[config.mk]
export PLATFORM = sky130hd
export DESIGN_NAME = alu_multicycle
export DESIGN_NICKNAME = d
export VERILOG_FILES = /design/src/rtl/alu_multicycle.sv
export SDC_FILE = /design/constraint.sdc
export NUM_CORES = 1
export LEC_CHECK = 0
export CAP_MARGIN = 25
export CORE_MARGIN = 5
export CORE_UTILIZATION = 30
export CTS_CLUSTER_DIAMETER = 120
export DETAILED_ROUTE_END_ITERATION = 8
export SYNTH_ARGS = -nofsm -noshare
export SYNTH_HDL_FRONTEND = slang
export SYNTH_SLANG_ARGS = --single-unit
[constraint.sdc]
create_clock -name clk -period 7.7 [get_ports clk]
set_input_delay 2.31 -clock clk [delete_from_list [all_inputs] [get_ports clk]]
set_output_delay 2.31 -clock clk [all_outputs]
set_load 0.1 [all_outputs]
[src/rtl/alu_multicycle.sv]
// alu_multicycle: execute-stage ALU with single-cycle logic/arithmetic ops and
// iterative unsigned multiply, divide and remainder. Operands enter through a
// valid/ready handshake; the registered result is offered through a second
// valid/ready handshake and held until the consumer takes it.
module alu_multicycle #(
  parameter int WIDTH = 32
) (
  input  logic             clk,
  input  logic             rst,
  input  logic             in_valid,
  output logic             in_ready,
  input  logic [WIDTH-1:0] a,
  input  logic [WIDTH-1:0] b,
  input  logic [2:0]       op,
  output logic             out_valid,
  input  logic             out_ready,
  output logic [WIDTH-1:0] result,
  output logic             zero,
  output logic             overflow,
  output logic             div_by_zero
);

  // Iteration counter spans exactly WIDTH steps (0 .. WIDTH-1).
  localparam int              CNT_W    = (WIDTH > 1) ? $clog2(WIDTH) : 1;
  localparam logic [CNT_W-1:0] CNT_LAST = CNT_W'(WIDTH - 1);
  localparam logic [CNT_W-1:0] CNT_ONE  = CNT_W'(1);

  localparam logic [2:0] OP_AND  = 3'b000;
  localparam logic [2:0] OP_OR   = 3'b001;
  localparam logic [2:0] OP_ADD  = 3'b010;
  localparam logic [2:0] OP_MUL  = 3'b011;
  localparam logic [2:0] OP_DIVU = 3'b100;
  localparam logic [2:0] OP_REMU = 3'b101;
  localparam logic [2:0] OP_SUB  = 3'b110;
  localparam logic [2:0] OP_SLT  = 3'b111;

  typedef enum logic [1:0] {
    ST_IDLE = 2'b00,
    ST_MUL  = 2'b01,
    ST_DIV  = 2'b10,
    ST_DONE = 2'b11
  } state_t;

  // Signed overflow of a + b: operands agree in sign, result does not.
  function automatic logic add_overflow(input logic sign_a, input logic sign_b,
                                        input logic sign_r);
    return (sign_a == sign_b) && (sign_r != sign_a);
  endfunction

  // Signed overflow of a - b: operands differ in sign, result differs from a.
  function automatic logic sub_overflow(input logic sign_a, input logic sign_b,
                                        input logic sign_r);
    return (sign_a != sign_b) && (sign_r != sign_a);
  endfunction

  state_t             state_r;
  state_t             state_s;
  logic               accept_s;

  // Latched operation and iteration state
  logic [2:0]         op_r;
  logic [CNT_W-1:0]   cnt_r;
  logic [WIDTH-1:0]   acc_r;       // partial product
  logic [WIDTH-1:0]   mcand_r;     // multiplicand, shifted left each step
  logic [WIDTH-1:0]   mplier_r;    // multiplier, shifted right each step
  logic [WIDTH-1:0]   rem_r;       // partial remainder
  logic [WIDTH-1:0]   quo_r;       // dividend bits shift out, quotient bits shift in
  logic [WIDTH-1:0]   divisor_r;

  // Registered outputs
  logic [WIDTH-1:0]   result_r;
  logic               zero_r;
  logic               overflow_r;
  logic               dbz_r;

  // Single-cycle datapath
  logic [WIDTH-1:0]   sum_s;
  logic [WIDTH-1:0]   diff_s;
  logic               slt_s;
  logic [WIDTH-1:0]   alu_res_s;
  logic               alu_ovf_s;
  logic               alu_dbz_s;

  // Iterative datapath
  logic               last_iter_s;
  logic [WIDTH-1:0]   mul_acc_s;
  logic [WIDTH:0]     rem_shift_s;
  logic               div_ge_s;
  logic [WIDTH-1:0]   div_rem_s;
  logic [WIDTH-1:0]   div_quo_s;

  assign sum_s  = a + b;
  assign diff_s = a - b;
  assign slt_s  = ($signed(a) < $signed(b));

  assign last_iter_s = (cnt_r == CNT_LAST);

  // One shift-add step: add the shifted multiplicand when the current
  // multiplier bit is set; only the low WIDTH bits of the product are kept.
  assign mul_acc_s = mplier_r[0] ? (acc_r + mcand_r) : acc_r;

  // One restoring-division step: bring down the next dividend bit and subtract
  // the divisor if it fits. The extra top bit of rem_shift_s keeps the compare
  // exact; the difference itself always fits in WIDTH bits.
  assign rem_shift_s = {rem_r, quo_r[WIDTH-1]};
  assign div_ge_s    = (rem_shift_s >= {1'b0, divisor_r});
  assign div_rem_s   = div_ge_s ? (rem_shift_s[WIDTH-1:0] - divisor_r)
                                : rem_shift_s[WIDTH-1:0];
  assign div_quo_s   = {quo_r[WIDTH-2:0], div_ge_s};

  // Result and flags of every op that completes in the accept cycle,
  // including the divide-by-zero cases of DIVU/REMU.
  always_comb begin
    alu_res_s = {WIDTH{1'b0}};
    alu_ovf_s = 1'b0;
    alu_dbz_s = 1'b0;
    case (op)
      OP_AND: alu_res_s = a & b;
      OP_OR:  alu_res_s = a | b;
      OP_ADD: begin
        alu_res_s = sum_s;
        alu_ovf_s = add_overflow(a[WIDTH-1], b[WIDTH-1], sum_s[WIDTH-1]);
      end
      OP_SUB: begin
        alu_res_s = diff_s;
        alu_ovf_s = sub_overflow(a[WIDTH-1], b[WIDTH-1], diff_s[WIDTH-1]);
      end
      OP_SLT: alu_res_s = {{(WIDTH-1){1'b0}}, slt_s};
      OP_DIVU: begin
        alu_res_s = {WIDTH{1'b1}};
        alu_dbz_s = 1'b1;
      end
      OP_REMU: begin
        alu_res_s = a;
        alu_dbz_s = 1'b1;
      end
      default: begin
        alu_res_s = {WIDTH{1'b0}};
        alu_ovf_s = 1'b0;
        alu_dbz_s = 1'b0;
      end
    endcase
  end

  // Next-state decode and accept strobe; input is taken only in IDLE.
  always_comb begin
    state_s  = state_r;
    accept_s = 1'b0;
    case (state_r)
      ST_IDLE: begin
        if (in_valid) begin
          accept_s = 1'b1;
          case (op)
            OP_MUL: state_s = ST_MUL;
            OP_DIVU, OP_REMU: begin
              if (b == {WIDTH{1'b0}}) begin
                state_s = ST_DONE;
              end else begin
                state_s = ST_DIV;
              end
            end
            default: state_s = ST_DONE;
          endcase
        end else begin
          state_s = ST_IDLE;
        end
      end
      ST_MUL: begin
        if (last_iter_s) begin
          state_s = ST_DONE;
        end else begin
          state_s = ST_MUL;
        end
      end
      ST_DIV: begin
        if (last_iter_s) begin
          state_s = ST_DONE;
        end else begin
          state_s = ST_DIV;
        end
      end
      ST_DONE: begin
        if (out_ready) begin
          state_s = ST_IDLE;
        end else begin
          state_s = ST_DONE;
        end
      end
      default: state_s = ST_IDLE;
    endcase
  end

  // State register; reset abandons any operation in flight.
  always_ff @(posedge clk) begin
    if (rst) begin
      state_r <= ST_IDLE;
    end else begin
      state_r <= state_s;
    end
  end

  // Operand latch, iteration datapath and result registers.
  always_ff @(posedge clk) begin
    if (rst) begin
      op_r       <= 3'b000;
      cnt_r      <= {CNT_W{1'b0}};
      acc_r      <= {WIDTH{1'b0}};
      mcand_r    <= {WIDTH{1'b0}};
      mplier_r   <= {WIDTH{1'b0}};
      rem_r      <= {WIDTH{1'b0}};
      quo_r      <= {WIDTH{1'b0}};
      divisor_r  <= {WIDTH{1'b0}};
      result_r   <= {WIDTH{1'b0}};
      zero_r     <= 1'b0;
      overflow_r <= 1'b0;
      dbz_r      <= 1'b0;
    end else begin
      case (state_r)
        ST_IDLE: begin
          if (accept_s) begin
            op_r      <= op;
            cnt_r     <= {CNT_W{1'b0}};
            acc_r     <= {WIDTH{1'b0}};
            mcand_r   <= a;
            mplier_r  <= b;
            rem_r     <= {WIDTH{1'b0}};
            quo_r     <= a;
            divisor_r <= b;
            if (state_s == ST_DONE) begin
              result_r   <= alu_res_s;
              zero_r     <= (alu_res_s == {WIDTH{1'b0}});
              overflow_r <= alu_ovf_s;
              dbz_r      <= alu_dbz_s;
            end
          end
        end
        ST_MUL: begin
          acc_r    <= mul_acc_s;
          mcand_r  <= mcand_r << 1'b1;
          mplier_r <= mplier_r >> 1'b1;
          cnt_r    <= cnt_r + CNT_ONE;
          if (last_iter_s) begin
            result_r   <= mul_acc_s;
            zero_r     <= (mul_acc_s == {WIDTH{1'b0}});
            overflow_r <= 1'b0;
            dbz_r      <= 1'b0;
          end
        end
        ST_DIV: begin
          rem_r <= div_rem_s;
          quo_r <= div_quo_s;
          cnt_r <= cnt_r + CNT_ONE;
          if (last_iter_s) begin
            if (op_r == OP_REMU) begin
              result_r <= div_rem_s;
              zero_r   <= (div_rem_s == {WIDTH{1'b0}});
            end else begin
              result_r <= div_quo_s;
              zero_r   <= (div_quo_s == {WIDTH{1'b0}});
            end
            overflow_r <= 1'b0;
            dbz_r      <= 1'b0;
          end
        end
        default: begin
          // DONE: result and flags held until the consumer takes them
          result_r <= result_r;
        end
      endcase
    end
  end

  assign in_ready    = (state_r == ST_IDLE);
  assign out_valid   = (state_r == ST_DONE);
  assign result      = result_r;
  assign zero        = zero_r;
  assign overflow    = overflow_r;
  assign div_by_zero = dbz_r;

endmodule

# == Word level (Yosys, flattened, before mapping) ==
# Cells that the tools add are included.
# word_totals
out_inout_bits,37
wordCells,108
inputBits,71
reg_bits,237
# op_classes
n_bitwise,2
magnitude_cmp,2
n_mux,43
eq_ne,22
reduce_logical,21
n_addsub,5
# op_table
operator,n
$mux W32,10
$pmux W32 S2,5
$pmux W32 S7,1
$logic_not A32 Y1,5
$pmux W32 S3,1
$add A32 B32 Y32,2
$sub A32 B32 Y32,2
$ge A33 B32 Y1,1
$and A32 B32 Y32,1
$lt A32 B32 Y1,1
$or A32 B32 Y32,1
$eq A3 B3 Y1 const B,5
$mux W1,15
$pmux W5 S2,1
$pmux W2 S4,1
$reduce_and A2 Y1,4
$eq A2 B2 Y1 const B,3
$eq A3 B2 Y1 const B,2
$mux W2,3
$ne A2 B1 Y1 const B,3
$pmux W1 S2,3
$reduce_bool A2 Y1,3
$add A5 B1 Y5 const B,1
$eq A5 B5 Y1 const B,1
other kinds (15),20

# == Depth between registers and ports, before layout ==
# logic_depth
ltp_word,9
depth_mapped,17
ltp_nobuf,16

# == Least setup slack after synthesis ==
# OpenSTA, ideal clock, no wires.
# synth_timing
kind,input port to flip-flop
from,in a[7]
to,"reg zero_r, in the netlist zero"
n_path_buf,2
arrival_ns,5.953
path_slack_ns,1.651
setup_ns,0.095
path_stages,15
required_ns,7.605
path_cell_list,inv_1 > ha_1 > clkbuf_1 > or3_1 > clkbuf_1 > a211oi_1 > o31ai_1 > a2111oi_0 > nand2_1 > and3_1 > or3_1 > nor4_1 > nand4_1 > or4b_2 > o311ai_1
# synth_between
elab_chain_cells,6
word_cells_on_any_way,10
classes_between,add/sub: 2; order compare: 1; mux: 4; bitwise: 2; reduce/logical: 1
# synth_lines
element,line_no,source
start: declaration,12,"input logic [WIDTH-1:0] a,"
$sub A32 B32 Y32 (tied with other cells),93,assign diff_s = a - b;
$pmux W32 S7 *,117,case (op)
$logic_not A32 Y1 *,231,zero_r <= (alu_res_s == {WIDTH{1'b0}});
$mux W1 *,229,if (state_s == ST_DONE) begin
$mux W1 *,220,if (accept_s) begin
$pmux W1 S3 *,218,case (state_r)
end signal: assignment,231,
end signal: assignment,244,zero_r <= (mul_acc_s == {WIDTH{1'b0}});
end signal: assignment,256,zero_r <= (div_rem_s == {WIDTH{1'b0}});
end: declaration,72,logic zero_r;
# Every way passes the cells marked *; elsewhere a longest branch is shown, timed or not. The select of a mux whose other input is x is not followed.
# A chain may end at the register's enable or synchronous reset.

# == Final worst setup path ==
# layout_timing
from,in a[1]
to,"reg zero_r, in the netlist zero"
# The elaborated chain is that of the path after synthesis.

==> summary.md <==
| Metric | Value |
|---|---|
| Clock power share | `30.5%` |
| Post-synthesis mux area share | `8.99%` |
| CP Cell Sequence | `clkdlybuf4s50_1 > inv_1 > ha_1 > o21ba_2 > or4_1 > a2111oi_0 > a211oi_1 > a21oi_1 > a2111oi_0 > a21o_1 > a221o_1 > nor4_1 > nand4_1 > or4b_2 > o311ai_1` |
| Tmin final | `6930 ps` |
| Distinct cell type count after synthesis | `77` |
| Largest family of logic cells by synthesized area | `compound AO/OA/AOI/OAI gates` |
| TritonCTS Sinks | `237` |
| DP Worst Slack | `330 ps` |
| CP peak stage delay | `690 ps` |
| Synth async-reset ratio | `0%` |
| Final Skew | `41.8 ps` |
| First-pass GRT wire length | `129000 um` |
| TritonCTS buffer count | `29` |
| Sequential Power Share | `31.4%` |
| Number of placed I/O pins | `108` |
| Worst slew pin tran | `1040 ps` |
| VDD IR max | `169 uV` |
| Syn nets | `2927` |
| Switching part of the total power | `41.3%` |
| Crit path max-delay family | `compound AO/OA/AOI/OAI gates` |
| H-tree depth | `1` |
| Final setup vio count | `0` |
| Mapped Area | `0.0200 sq mm` |
| Fmax achieved | `144 MHz` |
| Synth Area in Adders | `10.7%` |
| Latest clock arrival within the worst-skew pair | `610 ps` |
| Clk root buf | `clkbuf_16` |
| CTS Hold Bufs | `0` |
| Gate power share | `38.1%` |
| Status | `completed` |
| Min-delay worst type | `reg -> reg` |
| Switch Pwr | `1.88 mW` |
| Worst path most repeated cell | `a2111oi_0` |
| Synth Flop Type | `dfxtp_1` |
| Full die area | `0.0720 sq mm` |
| 1st-pass router iterations | `6` |
| Fin cells | `3632` |
| NumNets Final | `2985` |
| Pwr dens | `196 mW/mm^2` |
| CTS Buffer Depth | `3` |
| Post-CTS Resized | `0` |
| Setup Fix Bufs, Post-CTS | `0` |
| Number of enable flip-flop cells after synthesis | `0` |
| Chip Width | `268 um` |
| #FFs+latches synth | `237` |
| WL/cell | `24.3 um` |
| Filler cell count | `7065` |
| Period utilization | `90.1%` |
| Max_cap viols | `0` |
| Ys Warns | `0` |
| Slew HR | `30.4%` |
| Core ar. | `0.0660 sq mm` |
| Leakage | `9.23 nW` |
| Simple-gate area share of the yosys netlist | `18.7%` |
| Worst EP required | `8180 ps` |
| DIE HEIGHT | `268 um` |
| Crit Path Class | `in -> reg` |
| Final Hold Fails | `0` |
| Via/cell ratio | `5.84` |
| Setup TNS | `0 ps` |
| Vias in the first global route | `19556` |
| Worst Path Buf+Inv | `2` |
| CP max-delay cell | `clkdlybuf4s50_1` |
| TritonCTS clock tree | `done` |
| Final wirelength | `88100 um` |
| Final HPWL DP | `67700 um` |
| GRT Total Usage | `23.3%` |
| Largest net degree at the start of global routing | `98` |
| XOR/XNOR share of the synthesized area | `3.46%` |
| Sequential-to-total area share from yosys stat | `23.7%` |
| DR vias | `21209` |
| Worst hold slack | `449 ps` |
| IO Port Bufs | `107` |
| Final Max Tran Viols | `0` |
| Dpl cells | `3577` |
| RSZ-0062 raised after global routing | `false` |
| DRC | `0` |
| GPL Wtd Cong | `1.00` |
| Initial antenna violation count | `6` |
| Setup crit end kind | `flip-flop` |
| Post-route setup slack | `765 ps` |
| Layout cells sized above 1 | `7.05%` |
| Compound-Gate Fraction of Synth Area | `27.9%` |
| Crit path max fanout | `7` |
| Initial DRC count | `2375` |
| Congestion Overflow GR | `0` |
| Synth Instances | `2687` |
| # rows | `94` |
| Worst-path clk slew | `60 ps` |
| Post-route ant nets | `0` |
| Avg Inst Size Synth | `7.45 sq um` |
| Pwr Total | `4.56 mW` |
| Starting Density | `30.3%` |
| Worst path arrival time | `7420 ps` |
| Cell Int Power | `2.68 mW` |
| Area grow syn2layout | `16.1%` |
| Worst setup SP type | `primary input` |
metrics by stage:
stage          area [sq um]  util, %
4_1_cts               23200     35.2
2_1_floorplan         20000        -
6_report              23200     35.2
5_1_grt               23200     35.2
3_3_place_gp          22300     33.8
3_5_place_dp          22300     33.8
flip-flops by register name, summed over array words and instances (netlist names), 2 cells and up:
signal,flops
quo_r,32
mcand_r,32
op_r,3
rem_r,32
mplier_r,32
state_r,2
divisor_r,32
result,32
cnt_r,5
acc_r,32
Yosys cell counts (all sizes together) (26+ instances only):
cell / count / area (sq um)
inv: 169 / 634
nor4: 36 / 231
mux2: 27 / 308
xor2: 26 / 228
nor2: 354 / 1330
a211oi: 125 / 938
ha: 165 / 2060
mux2i: 149 / 1490
o22ai: 34 / 213
nor3: 53 / 265
buf: 26 / 98.8
dfxtp: 237 / 4740
nand2: 220 / 826
clkbuf: 153 / 574
a31oi: 29 / 181
o21ai: 114 / 571
a21o: 34 / 255
xnor2: 53 / 464
a22oi: 43 / 323
a21oi: 248 / 1240
nand3: 26 / 130
per-layer routing:
layer / global-route usage (%) / part of all wire, %
met5: 0 / 0.043
met1: 33.1 / 44
met2: 35.4 / 42
met4: 7.81 / 4.1
met3: 4.67 / 9.2
cells by family after synthesis:
kind of cell,after synthesis
mux,176
simple gates,831
compound gates,844
fa+ha+maj,169
buf+inv,351
xor+xnor,79
flops,237
power groups by stage:
stage                     sequential (mW)  combinational, mW  clock [mW]
final                                1.43               1.74        1.39
after global routing                 1.44               1.85        1.46
after CTS                            1.43               1.71        1.41
after detailed placement             1.45               1.70           0
after global placement               1.45               1.70           0
after floorplan                      1.57              0.972           0
cells in the final DEF (no fill, tap or decap), types with 19 or more instances in the layout:
master,synthesis,final
nor2_1,354,354
ha_1,165,163
mux2i_1,149,149
nand4_1,19,19
clkdlybuf4s50_1,0,104
nand3_1,26,26
a21oi_1,247,245
o21ai_0,110,110
nand2b_1,20,20
inv_1,169,169
o22ai_1,34,34
dfxtp_1,237,236
o211ai_1,24,24
clkbuf_16,0,29
buf_4,0,97
mux2_2,26,26
a31oi_1,29,29
a22oi_1,43,43
nor3_1,53,53
xor2_1,26,26
nor4_1,35,35
a211oi_1,125,125
xnor2_1,53,53
nand2_1,220,220
a221oi_1,25,25
a21o_1,34,34
o31ai_1,21,21
final timing paths:
check | start | endpoint | slack, ps | depth (start not counted)
setup / recovery | a[1] | zero | 770 | 15
hold / removal | result[12] | result[12] | 450 | 2
setup reg to reg | divisor_r[6] | zero | 2330 | 14
hold reg to reg | result[12] | result[12] | 450 | 2
worst min-delay path, stage by stage (launching register included):
cell and delay (ps):
dfxtp_1 310, nand2_1 50, a21oi_1 50
cell type report:
| cell class | count | area [sq um] | share of cell area [%] |
|---|---|---|---|
| clock buffer | 40 | 797 | 3.43 |
| antenna | 3 | 7.51 | 0.0323 |
| clock inverter | 11 | 125 | 0.538 |
| multi-input combinational | 2099 | 14000 | 60.3 |
| timing repair buffer | 206 | 1820 | 7.82 |
| inverter | 172 | 646 | 2.78 |
| sequential | 237 | 4750 | 20.4 |
| tap | 864 | 1080 | 4.65 |
Power figures use the tool's default switching activity.
